`config.mk`:
```
export PLATFORM = sky130hd
export DESIGN_NAME = gpio_poll_master_flat
export DESIGN_NICKNAME = d
export VERILOG_FILES = /design/src/rtl/gpio_poll_pkg.sv /design/src/rtl/gpio_poll_master_if.sv /design/src/rtl/gpio_debounce_bit.sv /design/src/rtl/gpio_poll_master.sv /design/src/flat_wrapper.sv
export SDC_FILE = /design/constraint.sdc
export NUM_CORES = 1
export LEC_CHECK = 0
export ABC_AREA = 1
export ABC_CLOCK_PERIOD_IN_PS = 3000
export CAP_MARGIN = 20
export CORE_UTILIZATION = 55
export CTS_CLUSTER_DIAMETER = 40
export DETAILED_ROUTE_END_ITERATION = 6
export PLACE_DENSITY = 0.85
export SYNTH_ARGS = -nofsm -noshare
export SYNTH_HDL_FRONTEND = slang
export SYNTH_HIERARCHICAL = 1
export SYNTH_SLANG_ARGS = --single-unit
```
`constraint.sdc`:
```
create_clock -name CLK -period 3 [get_ports CLK]
set_clock_uncertainty 0.15 [all_clocks]
set_input_delay 0.9 -clock CLK [delete_from_list [all_inputs] [get_ports CLK]]
set_output_delay 0.9 -clock CLK [all_outputs]
set_load 0.02 [all_outputs]
```
`src/rtl/gpio_poll_pkg.sv`:
```
// Shared types and constants for the gpio poll master: FSM state encoding,
// default peripheral register addresses and the pin group widths.
package gpio_poll_pkg;

  typedef enum logic [1:0] {
    IDLE   = 2'd0,
    WRITE  = 2'd1,
    READ   = 2'd2,
    UPDATE = 2'd3
  } state_t;

  localparam logic [3:0] OUT_ADDR_DEF = 4'h0;
  localparam logic [3:0] IN_ADDR_DEF  = 4'h1;

  localparam int GPIO_IN_BITS  = 6;
  localparam int GPIO_OUT_BITS = 4;

endpackage

```
`src/rtl/gpio_poll_master_if.sv`:
```
// Register bus between the poll master and the gpio peripheral.
// M_DATA_IN is combinational read data driven by the peripheral.
interface gpio_poll_master_if #(
  parameter int BITS         = 16,
  parameter int ADDRESS_BITS = 4
);
  logic [ADDRESS_BITS-1:0] M_ADDRESS;
  logic [BITS-1:0]         M_DATA_OUT;
  logic [BITS-1:0]         M_DATA_IN;
  logic                    M_WR;

  modport master (
    output M_ADDRESS,
    output M_DATA_OUT,
    output M_WR,
    input  M_DATA_IN
  );

  modport slave (
    input  M_ADDRESS,
    input  M_DATA_OUT,
    input  M_WR,
    output M_DATA_IN
  );
endinterface

```
`src/rtl/gpio_debounce_bit.sv`:
```
// One-bit debouncer: tracks a candidate level and how many consecutive polls
// agreed with it; the stable level follows once the count reaches
// DEBOUNCE_SAMPLES-1. rise/fall are single-cycle pulses aligned with the
// update strobe, so the stable flop and any event flop change together.
module gpio_debounce_bit #(
  parameter int DEBOUNCE_SAMPLES = 4
) (
  input  logic clk,
  input  logic rst,
  input  logic sample,
  input  logic update,
  output logic stable,
  output logic rise,
  output logic fall
);
  localparam logic [2:0] CNT_MAX = 3'(DEBOUNCE_SAMPLES - 1);

  logic       cand_q, cand_d;
  logic [2:0] cnt_q, cnt_d;
  logic       stable_q, stable_d;
  logic       accept;

  // Next candidate/count/stable on an update strobe; hold otherwise.
  always_comb begin
    cand_d   = cand_q;
    cnt_d    = cnt_q;
    stable_d = stable_q;
    accept   = 1'b0;
    if (update) begin
      if (sample == cand_q) begin
        if (cnt_q != CNT_MAX) cnt_d = cnt_q + 3'd1;
      end else begin
        cand_d = sample;
        cnt_d  = 3'd0;
      end
      if ((cnt_d == CNT_MAX) && (cand_d != stable_q)) begin
        stable_d = cand_d;
        accept   = 1'b1;
      end
    end
  end

  // Debounce state registers.
  always_ff @(posedge clk) begin
    if (rst) begin
      cand_q   <= 1'b0;
      cnt_q    <= 3'd0;
      stable_q <= 1'b0;
    end else begin
      cand_q   <= cand_d;
      cnt_q    <= cnt_d;
      stable_q <= stable_d;
    end
  end

  assign stable = stable_q;
  assign rise   = accept & cand_d;
  assign fall   = accept & ~cand_d;
endmodule

```
`src/rtl/gpio_poll_master.sv`:
```
// gpio_poll_master: bus initiator for the gpio peripheral. Forwards host
// writes to the output register, polls the input register every POLL_DIV
// cycles, debounces each input bit and latches edge events behind a
// maskable level interrupt.
// Optional: define GPIO_POLL_FALL_EDGE_EN to let falling stable edges set
// EVENT_PENDING as well; by default only rising edges do.
module gpio_poll_master
  import gpio_poll_pkg::*;
#(
  parameter int BITS             = 16,
  parameter int ADDRESS_BITS     = 4,
  parameter int CLK_FREQ         = 12000000,
  parameter int POLL_DIV         = 1200,
  parameter int DEBOUNCE_SAMPLES = 4,
  parameter logic [ADDRESS_BITS-1:0] OUT_ADDR = ADDRESS_BITS'(OUT_ADDR_DEF),
  parameter logic [ADDRESS_BITS-1:0] IN_ADDR  = ADDRESS_BITS'(IN_ADDR_DEF)
) (
  input  logic                     CLK,
  input  logic                     RST,
  gpio_poll_master_if.master       bus,
  input  logic                     HOST_WR_REQ,
  input  logic [GPIO_OUT_BITS-1:0] HOST_WR_DATA,
  output logic                     HOST_WR_ACK,
  input  logic [GPIO_IN_BITS-1:0]  IRQ_MASK,
  input  logic [GPIO_IN_BITS-1:0]  EVENT_CLEAR,
  output logic [GPIO_IN_BITS-1:0]  EVENT_PENDING,
  output logic [GPIO_IN_BITS-1:0]  STABLE_IN,
  output logic                     IRQ
);
  localparam int POLL_CNT_W = (POLL_DIV > 1) ? $clog2(POLL_DIV) : 1;
  localparam logic [POLL_CNT_W-1:0] POLL_LAST = POLL_CNT_W'(POLL_DIV - 1);
  // Clock frequency is informational; the poll interval is given in cycles.
  localparam int unused_clk_freq = CLK_FREQ;

  state_t                    state_q;
  logic [ADDRESS_BITS-1:0]   m_address_q;
  logic [BITS-1:0]           m_data_out_q;
  logic                      m_wr_q;
  logic                      ack_q;
  logic [GPIO_IN_BITS-1:0]   sample_q;

  logic [POLL_CNT_W-1:0]     poll_cnt_q, poll_cnt_d;
  logic                      poll_due_q, poll_due_d;
  logic                      poll_tc;
  logic [GPIO_IN_BITS-1:0]   pending_q, pending_d;
  logic                      irq_q, irq_d;
  logic [GPIO_IN_BITS-1:0]   edge_set;
  logic [GPIO_IN_BITS-1:0]   rise_vec, fall_vec, stable_vec;
  logic                      update_stb;

  // Only the low input bits carry pins; the rest of the read word is ignored.
  logic unused_data_hi;
  assign unused_data_hi = ^bus.M_DATA_IN[BITS-1:GPIO_IN_BITS];

  assign update_stb = (state_q == UPDATE);

  // Free-running poll timer, sticky poll request, event latch and IRQ.
  always_comb begin
    poll_tc    = (poll_cnt_q == POLL_LAST);
    poll_cnt_d = poll_tc ? '0 : poll_cnt_q + POLL_CNT_W'(1);
    // A terminal count while already due is simply absorbed.
    poll_due_d = poll_tc | (poll_due_q & (state_q != READ));
`ifdef GPIO_POLL_FALL_EDGE_EN
    edge_set = rise_vec | fall_vec;
`else
    edge_set = rise_vec;
`endif
    // Set wins over a simultaneous clear.
    pending_d = (pending_q & ~EVENT_CLEAR) | edge_set;
    irq_d     = |(pending_q & IRQ_MASK);
  end

`ifndef GPIO_POLL_FALL_EDGE_EN
  // Falling edges only move STABLE_IN in this build.
  logic unused_fall;
  assign unused_fall = |fall_vec;
`endif

  // Timer and event registers.
  always_ff @(posedge CLK) begin
    if (RST) begin
      poll_cnt_q <= '0;
      poll_due_q <= 1'b0;
      pending_q  <= '0;
      irq_q      <= 1'b0;
    end else begin
      poll_cnt_q <= poll_cnt_d;
      poll_due_q <= poll_due_d;
      pending_q  <= pending_d;
      irq_q      <= irq_d;
    end
  end

  // Bus FSM; outputs are registered for the state being entered.
  always_ff @(posedge CLK) begin
    if (RST) begin
      state_q      <= IDLE;
      m_address_q  <= IN_ADDR;
      m_data_out_q <= '0;
      m_wr_q       <= 1'b0;
      ack_q        <= 1'b0;
      sample_q     <= '0;
    end else begin
      m_address_q <= IN_ADDR;
      m_wr_q      <= 1'b0;
      ack_q       <= 1'b0;
      case (state_q)
        IDLE: begin
          if (HOST_WR_REQ) begin
            state_q      <= WRITE;
            m_address_q  <= OUT_ADDR;
            m_wr_q       <= 1'b1;
            m_data_out_q <= {{(BITS-GPIO_OUT_BITS){1'b0}}, HOST_WR_DATA};
            ack_q        <= 1'b1;
          end else if (poll_due_q) begin
            state_q <= READ;
          end
        end
        WRITE:  state_q <= IDLE;
        READ: begin
          sample_q <= bus.M_DATA_IN[GPIO_IN_BITS-1:0];
          state_q  <= UPDATE;
        end
        UPDATE: state_q <= IDLE;
        default: state_q <= IDLE;
      endcase
    end
  end

  // One debouncer per input pin.
  generate
    for (genvar gi = 0; gi < GPIO_IN_BITS; gi++) begin : g_bit
      gpio_debounce_bit #(
        .DEBOUNCE_SAMPLES(DEBOUNCE_SAMPLES)
      ) u_deb (
        .clk    (CLK),
        .rst    (RST),
        .sample (sample_q[gi]),
        .update (update_stb),
        .stable (stable_vec[gi]),
        .rise   (rise_vec[gi]),
        .fall   (fall_vec[gi])
      );
    end
  endgenerate

  assign bus.M_ADDRESS  = m_address_q;
  assign bus.M_DATA_OUT = m_data_out_q;
  assign bus.M_WR       = m_wr_q;
  assign HOST_WR_ACK    = ack_q;
  assign EVENT_PENDING  = pending_q;
  assign STABLE_IN      = stable_vec;
  assign IRQ            = irq_q;
endmodule

```
`src/flat_wrapper.sv`:
```
// flat-port wrapper written by rule: the top's interface ports become plain ports
module gpio_poll_master_flat import gpio_poll_pkg::*;
#(
  parameter int BITS             = 16,
  parameter int ADDRESS_BITS     = 4,
  parameter int CLK_FREQ         = 12000000,
  parameter int POLL_DIV         = 1200,
  parameter int DEBOUNCE_SAMPLES = 4,
  parameter logic [ADDRESS_BITS-1:0] OUT_ADDR = ADDRESS_BITS'(OUT_ADDR_DEF),
  parameter logic [ADDRESS_BITS-1:0] IN_ADDR  = ADDRESS_BITS'(IN_ADDR_DEF)
)
  (CLK, RST, HOST_WR_REQ, HOST_WR_DATA, HOST_WR_ACK, IRQ_MASK, EVENT_CLEAR, EVENT_PENDING, STABLE_IN, IRQ, bus_M_ADDRESS, bus_M_DATA_OUT, bus_M_WR, bus_M_DATA_IN);
  gpio_poll_master_if #(.BITS(BITS), .ADDRESS_BITS(ADDRESS_BITS)) bus_i ();
  input  logic CLK;
  input  logic RST;
  input  logic HOST_WR_REQ;
  input  logic [GPIO_OUT_BITS-1:0] HOST_WR_DATA;
  output logic HOST_WR_ACK;
  input  logic [GPIO_IN_BITS-1:0] IRQ_MASK;
  input  logic [GPIO_IN_BITS-1:0] EVENT_CLEAR;
  output logic [GPIO_IN_BITS-1:0] EVENT_PENDING;
  output logic [GPIO_IN_BITS-1:0] STABLE_IN;
  output logic IRQ;
  output wire logic [$bits(bus_i.M_ADDRESS)-1:0] bus_M_ADDRESS;
  output wire logic [$bits(bus_i.M_DATA_OUT)-1:0] bus_M_DATA_OUT;
  output wire logic [$bits(bus_i.M_WR)-1:0] bus_M_WR;
  input wire logic [$bits(bus_i.M_DATA_IN)-1:0] bus_M_DATA_IN;
  assign bus_M_ADDRESS = bus_i.M_ADDRESS;
  assign bus_M_DATA_OUT = bus_i.M_DATA_OUT;
  assign bus_M_WR = bus_i.M_WR;
  assign bus_i.M_DATA_IN = bus_M_DATA_IN;
  gpio_poll_master #(.BITS(BITS), .ADDRESS_BITS(ADDRESS_BITS), .CLK_FREQ(CLK_FREQ), .POLL_DIV(POLL_DIV), .DEBOUNCE_SAMPLES(DEBOUNCE_SAMPLES), .OUT_ADDR(OUT_ADDR), .IN_ADDR(IN_ADDR)) u_core (.CLK(CLK), .RST(RST), .bus(bus_i), .HOST_WR_REQ(HOST_WR_REQ), .HOST_WR_DATA(HOST_WR_DATA), .HOST_WR_ACK(HOST_WR_ACK), .IRQ_MASK(IRQ_MASK), .EVENT_CLEAR(EVENT_CLEAR), .EVENT_PENDING(EVENT_PENDING), .STABLE_IN(STABLE_IN), .IRQ(IRQ));
endmodule
```
Yosys cells after proc, flatten, opt, wreduce, memory -nomap -nowiden
Cells that the tools add are included.

$lt $le $gt $ge: 0. Reduce and logical (&&, ||, !) cells: 18. Shift operators: 0. $add $sub $neg: 7. Bitwise logic cells: 13. Multipliers: 0. Mux-type cells: 53. Equality and inequality tests: 30. Div/mod/pow operators: 0.

Operator list (count): 2-to-1 mux 3 bit (18); 2-to-1 mux 1 bit (32); inequality test 3 x 2 -> 1 bit (second input constant) (7); adder 3 x 1 -> 3 bit (second input constant) (6); == test 3 x 2 -> 1 bit (second input constant) (6); AND reduction 2 bit (7); bitwise AND 6 bit (2); adder 11 x 1 -> 11 bit (second input constant) (1); == test 11 bit (second input constant) (1); bitwise AND 1 bit (7); == test 1 bit (6); logical AND 1 bit (6); inequality test 1 bit (6); inverter 6 bit (1); bitwise OR 6 bit (1); case mux 2 bit (3 select lines) (1); OR reduction 2 bit (3); OR reduction 6 bit (1); == test 2 bit (second input constant) (2); 2-to-1 mux 2 bit (2); == test 2 x 1 -> 1 bit (second input constant) (1); logical NOT 2 bit (1); inequality test 2 bit (second input constant) (1); inverter 1 bit (1); bitwise OR 1 bit (1).

Bits in registers: 66. Memory bits (writable): 0. ROM bits: 0. Memories: 0. Latch bits: 0. Input port bits: 35.

Depth between registers and ports, before layout
Depth in word-level cells: 10. Depth in mapped cells: 9. Gate-level depth less buffers: 9.

By module
The synthesis kept the hierarchy.

Modules (own cells, without submodules): gpio_debounce_bit (area each 320.3 µm², cells each 45, instances 6); gpio_poll_master (area each 1468.9 µm², cells each 202, instances 1).

Worst setup path after synthesis
Ideal clock, no wire load.

Kind: reg2reg. Start: register u_core.state_q[1]. End: register u_core.pending_q[0], in the netlist u_core/EVENT_PENDING[0]. Path buffers: 0. Cell stages (with the launch flop): 9. Period minus slack after synthesis: 1.767 ns. Data required time: 2.786 ns. Data arrival time: 1.553 ns. Path slack: 1.233 ns. Cells stage by stage: dfxtp_1 > nand2_1 > inv_1 > o21ai_1 > a21oi_2 > nand2_1 > nor2_1 > a21oi_1 > nor2_1.

Word-level cells in the longest chain between the ends: 4. Elaborated cells between the ends (all ways): 5. Those cells by class: 1 x eq/ne; 2 x mux; 2 x bitwise.

Ends and longest elaborated chain: start, declared (line gpio_poll_master.sv:35) `state_t state_q;`; start signal, assigned (line gpio_poll_master.sv:97) `state_q <= IDLE;`; start signal, assigned (line gpio_poll_master.sv:110) `state_q <= WRITE;`; start signal, assigned (line gpio_poll_master.sv:116) `state_q <= READ;`; == test 2 bit (*) (line gpio_poll_master.sv:55) `assign update_stb = (state_q == UPDATE);`; net u_core.update_stb (line gpio_poll_master.sv:49) `logic update_stb;`; 2-to-1 mux 1 bit (line gpio_debounce_bit.sv:29) `if (update) begin`; bitwise AND 1 bit (*) (line gpio_debounce_bit.sv:57) `assign rise = accept & cand_d;`; net u_core.edge_set[0] (line gpio_poll_master.sv:47) `logic [GPIO_IN_BITS-1:0] edge_set;`; bitwise OR 6 bit (*) (line gpio_poll_master.sv:69) `pending_d = (pending_q & ~EVENT_CLEAR) | edge_set;`; end signal, assigned (line gpio_poll_master.sv:89) `pending_q <= pending_d;`; end, declared (line gpio_poll_master.sv:45) `logic [GPIO_IN_BITS-1:0] pending_q, pending_d;`.

The timed path passes the listed nets; every way through them passes the cells marked *. A chain may end at the register's enable or synchronous reset.

Worst setup path after layout
Start: register u_core.g_bit[0].u_deb.stable_q. End: output STABLE_IN[0].

RTL lines: start, declared (line gpio_debounce_bit.sv:20) `logic stable_q, stable_d;`; start signal, assigned (line gpio_debounce_bit.sv:52) `stable_q <= stable_d;`; end, declared (line flat_wrapper.sv:22) `output logic [GPIO_IN_BITS-1:0] STABLE_IN;`.

No word-level cell between the ends.

==> impl_metrics.tcl <==
set metrics [dict create \
    run_status "finished clean" \
    cts.sinks 63 \
    gp_congestion 0.833 \
    dieArea_um2 6400 \
    critPathKind "reg -> out" \
    die_w_um 80.0 \
    end_kind "output port" \
    drc_errors 0 \
    dp.cells 578 \
    critical_path.max_fanout 4 \
    hold_viol 0 \
    fin_crit_ps 2420 \
    timing.setup.tns_ps 0 \
    grt_overflow_total 0 \
    required_ps 1950 \
    syn_area_um2 3350 \
    drtIter0Drc 80 \
    grt.total_usage 0.216 \
    htreeDepth 3 \
    post_cts_resized 0 \
    r2r_setup_slack_ps 1290 \
    clk_latency_ps 350 \
    slowest_stage "clkdlybuf4s50_1" \
    fillerInstances 509 \
    syn_inst 460 \
    crit_path_cell_trace "clkdlybuf4s50_1" \
    fin_util 0.680 \
    syn_area_per_cell_um2 7.27 \
    drt_first_pass_iters 4 \
    hpwlAfterDp_um 4750 \
    crit_family "buffers and inverters" \
    ant_nets 0 \
    start_kind "register" \
    wl_um 6460 \
    max_stage_delay_ps 630 \
    worstHoldStart "u_core/poll_due_q$_SDFF_PP0_" \
    hold_path_class "reg -> reg" \
    hold_path_end "u_core/poll_due_q$_SDFF_PP0_" \
    maxCapViolCount 0 \
    postCtsHoldBufs 0 \
    cts_root_buf "clkbuf_8" \
    reg2reg_depth 9 \
    post_cts_buffers 0 \
    ir_drop_v 0.000344 \
    fin_crit_sh 0.808 \
    yosysWarnings 6 \
    worstPathArrival_ps 1370 \
    ioPinCount 70 \
    rr_startpoint "u_core/state_q[1]$_SDFFE_PP0P_" \
    hold_depth 2 \
    num_antenna_cells 0 \
    numCtsBuffers 9 \
    rsz0062_at_grt "no" \
    start_util 0.568 \
    fin_nets 568 \
    worstReg2RegEnd "u_core/EVENT_PENDING[2]$_SDFF_PP0_" \
    via_per_inst 4.96 \
    grt_pass1_vias 2694 \
    grt_max_degree 43 \
    clk_pin_slew_ps 80 \
    fp.dieH_um 80.0 \
    area_growth_pct 19.6 \
    cts_tree "done" \
    rows 28 \
    max_freq_mhz 412 \
    wire_per_inst_um 10.9 \
    layout-drive-gt1-share 0.125 \
    instances_no_fill 594 \
    final_max_slew_viol_count 0 \
    vias 2945 \
    p_leak_nw 1.67 \
    portBuffers 44 \
    clock_path_buffers 2 \
    core_um2 5890 \
    p_per_area_nw_per_um2 406 \
    path_buf_inv 1 \
    antenna_found_initial 0 \
    grt_pass1_wl_um 10700 \
    setup_violations 0 \
]
==> metal layers <==
| metal | routed length, um | share of wire | vias up | global-route usage |
|---|---|---|---|---|
| met3 | 404 | 0.063 | 8 | 0.0640 |
| met5 | 0 | 0 | - | 0 |
| li1 | - | - | 1542 | - |
| met1 | 2760 | 0.43 | 1324 | 0.232 |
| met2 | 3190 | 0.49 | 71 | 0.381 |
| met4 | 97 | 0.015 | 0 | 0.109 |
==> power breakdown <==
part	total, mW	internal [mW]	switching, mW
clock network	0.662	0.321	0.342
registers	0.852	0.846	0.00586
logic	0.108	0.0502	0.0583
==> final cells by class <==
type,instances,area (um2),area share
multi-input combinational,324,1750,0.437
sequential,63,1260,0.315
timing repair buffer,47,463,0.116
inverter,69,259,0.0647
clock buffer,11,141,0.0353
tap,75,93.8,0.0235
clock inverter,5,33.8,0.00844
==> per-stage QoR <==
step	instance area (um2)	setup slack [ps]	total power [mW]	hold WS (ps)
floorplan	3400	1250	0.940	279
global placement	3830	650	0.978	289
detailed placement	3830	596	0.980	305
CTS	4000	553	1.64	321
global route	4000	524	1.69	339
finish	4000	575	1.62	319
==> cells in the final DEF (no fill, tap or decap), drive strengths merged <==
cell type and count:
buf 3, clkinv 4, ha 19, dfxtp 63, nand3b 8, inv 68
nand2 86, o21ai 42, clkbuf 11, clkdlybuf4s50 44, a31oi 1, conb 15
a21oi 29, and3 6, nand4 1, nand3 29, nor3b 1, xnor2 3
nor2 83, xor2 1, clkinvlp 2
==> worst max path at each step <==
stage                                                   start                            endpoint  depth (start not counted)
floorplan                      u_core/state_q[1]$_SDFFE_PP0P_  u_core/EVENT_PENDING[0]$_SDFF_PP0_                          8
finish              u_core/g_bit[0].u_deb/stable$_SDFFE_PP0P_                        STABLE_IN[0]                          1
global route               u_core/EVENT_PENDING[1]$_SDFF_PP0_                    EVENT_PENDING[1]                          1
detailed placement                                        RST      u_core/state_q[0]$_SDFFE_PP0P_                          6
CTS                        u_core/EVENT_PENDING[1]$_SDFF_PP0_                    EVENT_PENDING[1]                          1
global placement                                          RST      u_core/state_q[0]$_SDFFE_PP0P_                          6
==> state kept, by name (all words and copies together) (netlist names), 2 cells and up <==
| name | flops |
|---|---|
| u_core/EVENT_PENDING | 6 |
| u_core/g_bit.u_deb/stable | 6 |
| u_core/g_bit.u_deb/cand_q | 6 |
| u_core/sample_q | 6 |
| u_core/g_bit.u_deb/cnt_q | 18 |
| u_core/state_q | 2 |
| u_core/poll_cnt_q | 11 |
| u_core/bus.M_DATA_OUT | 4 |
Note: power is estimated with default switching activity, not from simulation.
